===== config.mk =====
export PLATFORM = sky130hd
export DESIGN_NAME = iis_tx_ctrl
export DESIGN_NICKNAME = d
export VERILOG_FILES = /design/src/rtl/iis_tx_ctrl.sv
export SDC_FILE = /design/constraint.sdc
export NUM_CORES = 1
export LEC_CHECK = 0
export BUFFER_PORTS_ARGS = -buffer_cell sky130_fd_sc_hd__buf_2
export CAP_MARGIN = 20
export CELL_PAD_IN_SITES_DETAIL_PLACEMENT = 2
export CELL_PAD_IN_SITES_GLOBAL_PLACEMENT = 2
export CORE_ASPECT_RATIO = 1.5
export CORE_MARGIN = 3
export CORE_UTILIZATION = 25
export DETAILED_ROUTE_END_ITERATION = 12
export GPL_TIMING_DRIVEN = 1
export PLACE_DENSITY = 0.76
export SETUP_SLACK_MARGIN = 0.02
export SLEW_MARGIN = 20
export SYNTH_ARGS = -nofsm -noshare
export SYNTH_HDL_FRONTEND = slang
export SYNTH_SLANG_ARGS = --single-unit
export TNS_END_PERCENT = 50

===== constraint.sdc =====
create_clock -name clk_in -period 1.9 [get_ports clk_in]
set_input_delay 0.475 -clock clk_in [delete_from_list [all_inputs] [get_ports clk_in]]
set_output_delay 0.475 -clock clk_in [all_outputs]
set_load 0.05 [all_outputs]

===== src/rtl/iis_tx_ctrl.sv =====
// IIS transmit sequencer: primes the TX FIFO, gates the sender,
// counts words and raises done/underrun events.
module iis_tx_ctrl #(
  parameter int CNT_W       = 16,
  parameter int LEVEL_W     = 11,
  parameter int PRIME_LEVEL = 2
) (
  input  logic               clk_in,
  input  logic               rst,
  input  logic               cfg_en,
  input  logic               cfg_start,
  input  logic               cfg_stop,
  input  logic               cfg_abort,
  input  logic [CNT_W-1:0]   cfg_num,
  input  logic [LEVEL_W-1:0] fifo_level,
  input  logic               tx_rden,
  output logic [2:0]         send_ctrl,
  output logic               busy,
  output logic [CNT_W-1:0]   words_sent,
  output logic               irq_done,
  output logic               irq_underrun,
  output logic [7:0]         underrun_cnt
);

  typedef enum logic [1:0] {
    IDLE  = 2'd0,
    PRIME = 2'd1,
    RUN   = 2'd2,
    DONE  = 2'd3
  } state_e;

  state_e             state_q, state_d;
  logic [CNT_W-1:0]   num_q, num_d;
  logic [CNT_W-1:0]   words_q, words_d;
  logic [7:0]         ucnt_q, ucnt_d;
  logic               stop_q, stop_d;
  logic               uirq_q, uirq_d;

  logic               abort;
  logic               start;
  logic               primed;
  logic               rd_run;
  logic               underrun;
  logic               terminal;
  logic [CNT_W-1:0]   words_inc;

  assign abort     = cfg_abort | ~cfg_en;
  assign start     = (state_q == IDLE) & cfg_start & cfg_en;
  assign primed    = fifo_level >= LEVEL_W'(PRIME_LEVEL);
  assign rd_run    = (state_q == RUN) & tx_rden & ~abort;
  assign underrun  = rd_run & (fifo_level == '0);
  assign words_inc = words_q + CNT_W'(1);
  // A stop arriving with the word's read strobe still ends on that word
  assign terminal  = rd_run &
                     (((num_q != '0) & (words_inc == num_q)) |
                      stop_q | cfg_stop);

  always_ff @(posedge clk_in or negedge rst) begin
    if (!rst) begin
      state_q <= IDLE;
    end else begin
      state_q <= state_d;
    end
  end

  always_comb begin
    state_d = state_q;
    unique case (state_q)
      IDLE: begin
        if (start) state_d = PRIME;
      end
      PRIME: begin
        if (abort)       state_d = IDLE;
        else if (primed) state_d = RUN;
      end
      RUN: begin
        if (abort)         state_d = IDLE;
        else if (terminal) state_d = DONE;
      end
      DONE: begin
        state_d = IDLE;
      end
      default: state_d = IDLE;
    endcase
  end

  always_comb begin
    send_ctrl = 3'b000;
    busy      = 1'b1;
    irq_done  = 1'b0;
    unique case (state_q)
      IDLE:    busy      = 1'b0;
      PRIME:   send_ctrl = 3'b000;
      RUN:     send_ctrl = 3'b101;
      DONE:    irq_done  = 1'b1;
      default: busy      = 1'b0;
    endcase
  end

  always_comb begin
    num_d   = num_q;
    words_d = words_q;
    ucnt_d  = ucnt_q;
    stop_d  = stop_q;
    uirq_d  = underrun;
    if (start) begin
      num_d   = cfg_num;
      words_d = '0;
      ucnt_d  = '0;
      stop_d  = 1'b0;
    end else begin
      if (rd_run) words_d = words_inc;
      if (underrun && ucnt_q != 8'hFF) ucnt_d = ucnt_q + 8'd1;
      if (state_q == RUN && cfg_stop && !abort) stop_d = 1'b1;
    end
  end

  always_ff @(posedge clk_in or negedge rst) begin
    if (!rst) begin
      num_q   <= '0;
      words_q <= '0;
      ucnt_q  <= '0;
      stop_q  <= 1'b0;
      uirq_q  <= 1'b0;
    end else begin
      num_q   <= num_d;
      words_q <= words_d;
      ucnt_q  <= ucnt_d;
      stop_q  <= stop_d;
      uirq_q  <= uirq_d;
    end
  end

  assign words_sent   = words_q;
  assign irq_underrun = uirq_q;
  assign underrun_cnt = ucnt_q;

endmodule


==> run_results.csv <==
group,metric,value,unit
run_status,outcome,"complete, but fails checks",
run_status,violations,"setup timing",
place,portBuffers,62,
cts,cts_hold_buf,0,
floorplan,fp.dieW,87.6,µm
cts,cts_sinks,44,
cts,cts_buffers,5,
worst_setup_path,required,2.13,ns
flow_run,drv_cap,0,
global_route,antenna_found_initial,0,
timing,finalSetupTns,-0.182,ns
timing,rsz0062_at_grt,"yes",
worst_setup_path,cp_max_fo,8,
synthesis,ys_types,44,
timing,fin_crit,2.08,ns
timing,hold_viol,0,
pwr,leakage,1.87,nW
cts,clock_tree.root_cell,"clkbuf_16",
finish,seq_area,1120,µm²
timing,clock.fmax,480,MHz
drt,vias,2703,
floorplan,die_h,128,µm
synthesis,ys.flop_type,"dfrtp_1",
finish,drive_above_1_share,42.5,%
synthesis,synth.net_count,322,
floorplan,coreArea,9690,µm²
worst_setup_path,startpoint_type,"flip-flop",
place,hpwl,7140,µm
pwr,power_density,744,nW/µm²
synthesis,syn_area_per_cell,8.73,µm²
finish,multi_input_area,1510,µm²
global_route,globalRouteOverflowTotal,0,
cts,clk_latency,0.30,ns
worst_setup_path,worst_setup_path_end_kind,"flip-flop",
floorplan,dieArea,11200,µm²
place,gp_congestion,0.777,
global_route,grt_util_all_layers,18.1,%
cts,cts_tree,"done",
worst_setup_path,worst_ep_arrival_time,2.31,ns
synthesis,synthArstFlopShare,100,%
synthesis,synth_most_common_cell,"nand2_1",
drt,routed_wl,10600,µm
timing,maxSlewViolCount,0,
cts,cts.reportedPaths.clkPinSlew,0.07,ns
synthesis,syn_area,2500,µm²
floorplan,start_util,25.8,%
drt,first_iter_violations,88,
drt,drcViolationCount,0,
synthesis,synth_common_cells,"nand2_1 (63), dfrtp_1 (44), nor2_1 (25)",
drt,ant_nets,0,
timing,finalCritPeriodShare,110,%
global_route,grt_max_degree,27,
timing,finalSetupViolations,1,
finish,layout.nets,440,
timing,fin_ws,-0.182,ns
global_route,grt_pass1_wl,15600,µm
synthesis,yosys.area.top_type,"dfrtp_1",
cts,htree_num_levels,2,
synthesis,ys_ff_latch,44,
synthesis,syn_inst,286,
worst_setup_path,crit_type,"flip-flop to flip-flop",
global_route,grt_pass1_vias,3030,
drt,firstDrtPassIters,4,
synthesis,yosysWarnings,0,
finish,n_fill_cell,1079,
timing,finalClockSkew,0.00802,ns
finish,final_util,39.2,%
drt,via_per_inst,5.20,
floorplan,rows,44,
synthesis,synth_top_cell_area_share,44.1,%
floorplan,ios,64,
finish,n_antenna_cell,0,
pwr,ir_drop,0.000491,V
synthesis,yosys-top-cells-area,"dfrtp_1 (44%), nand2_1 (9.5%), xnor2_1 (6.3%), nor2_1 (3.8%), o21ai_1 (3.2%)",
synthesis,synth_seq_area_share,44.1,%
synthesis,synth_edf_count,0,
worst_hold_path,hold_class,"input pin to async pin",
finish,syn2layout_area_growth,52.0,%
cts,cts_buffer_depth,2,
finish,fin_cells,520,
drt,wl_per_cell,20.3,µm
place,dp.cells,501,
worst paths after layout:
| kind | startpoint | to | slack (ns) | cells after the start |
|---|---|---|---|---|
| min in group clk_in | cfg_abort | state_q[1]$_DFFE_PN0P_ | 0.36 | 2 |
| worst max register to register | words_sent[4]$_DFFE_PN0P_ | state_q[0]$_DFFE_PN0P_ | -0.18 | 7 |
| worst min-delay path | rst | state_q[1]$_DFFE_PN0P_ | 0.13 | 1 |
| worst max-delay path | words_sent[4]$_DFFE_PN0P_ | state_q[0]$_DFFE_PN0P_ | -0.18 | 7 |
| max in group asynchronous | rst | underrun_cnt[1]$_DFFE_PN0P_ | 1.24 | 2 |
| worst min register to register | words_sent[15]$_DFFE_PN0P_ | words_sent[15]$_DFFE_PN0P_ | 0.55 | 1 |
per-layer routing:
| layer | global-route usage, % | part of all wire, % | vias to the layer above |
|---|---|---|---|
| met5 | 0 | 0 | - |
| met4 | 7.41 | 2.7 | 0 |
| met3 | 3.20 | 3.6 | 20 |
| met2 | 34.2 | 58 | 81 |
| met1 | 19.2 | 35 | 1373 |
| li1 | - | - | 1229 |
cell families (layout without fill, tap and decap cells):
| kind of cell | count (synthesis) | after routing | share of synthesized area, % |
|---|---|---|---|
| and+or+nand+nor | 145 | 145 | 28.5 |
| AOI/OAI and AO/OA | 48 | 48 | 12.8 |
| DFF | 44 | 44 | 44.1 |
| xor gates and xnor gates | 27 | 27 | 9.47 |
| buffers and inverters | 16 | 135 | 2.76 |
| muxes | 3 | 3 | 1.20 |
| adders and majority gates | 2 | 2 | 1.00 |
| other | 1 | 1 | 0.150 |
per-stage QoR:
stage / hold slack [ns] / instance area, µm² / setup slack [ns] / power [mW]
2_1_floorplan: 0.179 / 2540 / -0.175 / 1.29
3_3_place_gp: 0.463 / 3320 / -0.354 / 1.45
3_5_place_dp: 0.461 / 3320 / -0.452 / 1.47
4_1_cts: 0.147 / 3600 / -0.207 / 2.80
5_1_grt: 0.162 / 3790 / -0.300 / 2.92
6_report: 0.134 / 3790 / -0.182 / 2.82
state kept, by name (all words and copies together) (netlist names):
signal        flops
num_q            16
words_sent       16
underrun_cnt      8
state_q           2
irq_underrun      1
stop_q            1
cell usage in the layout (no fill, tap or decap), types with 5 or more instances in the layout:
master / Yosys / routed
nand2_1: 63 / 62
buf_2: 1 / 62
buf_4: 2 / 56
dfrtp_1: 44 / 31
nor2_1: 25 / 22
xnor2_1: 18 / 16
o21ai_1: 16 / 15
dfrtp_2: 0 / 13
nand3_1: 13 / 11
xor2_1: 9 / 9
o31ai_1: 8 / 8
o21ai_0: 6 / 6
inv_1: 5 / 5
and3_1: 6 / 5
a21oi_1: 5 / 5
clkbuf_16: 0 / 5
what timing repair did:
action | CTS | global route
buffers inserted | 2 | 10
endpoints found under the setup margin | 17 | 11
pin swaps | 2 | 14
resized for setup | 9 | 26
worst max-delay path: stages, from the launching register on:
cell and delay (ns):
dfrtp_2 0.42, buf_4 0.18, xnor2_1 0.28, nor2_1 0.10
a22oi_1 0.22, o2111ai_1 0.24, nor4_4 0.36, a31o_1 0.22
power breakdown:
| group | internal [mW] | total, mW | leakage (nW) | switching (mW) |
|---|---|---|---|---|
| clock | 0.888 | 1.30 | 0.104 | 0.416 |
| sequential | 0.998 | 1.08 | 0.567 | 0.0864 |
| combinational | 0.182 | 0.433 | 1.20 | 0.251 |
cell type report:
cell class | count | area share, %
timing repair buffer | 122 | 20.7
tap | 115 | 3.79
clock buffer | 5 | 3.30
clock inverter | 3 | 2.37
inverter | 5 | 0.495
multi-input combinational | 226 | 39.9
sequential | 44 | 29.5
Power figures use the tool's default switching activity.
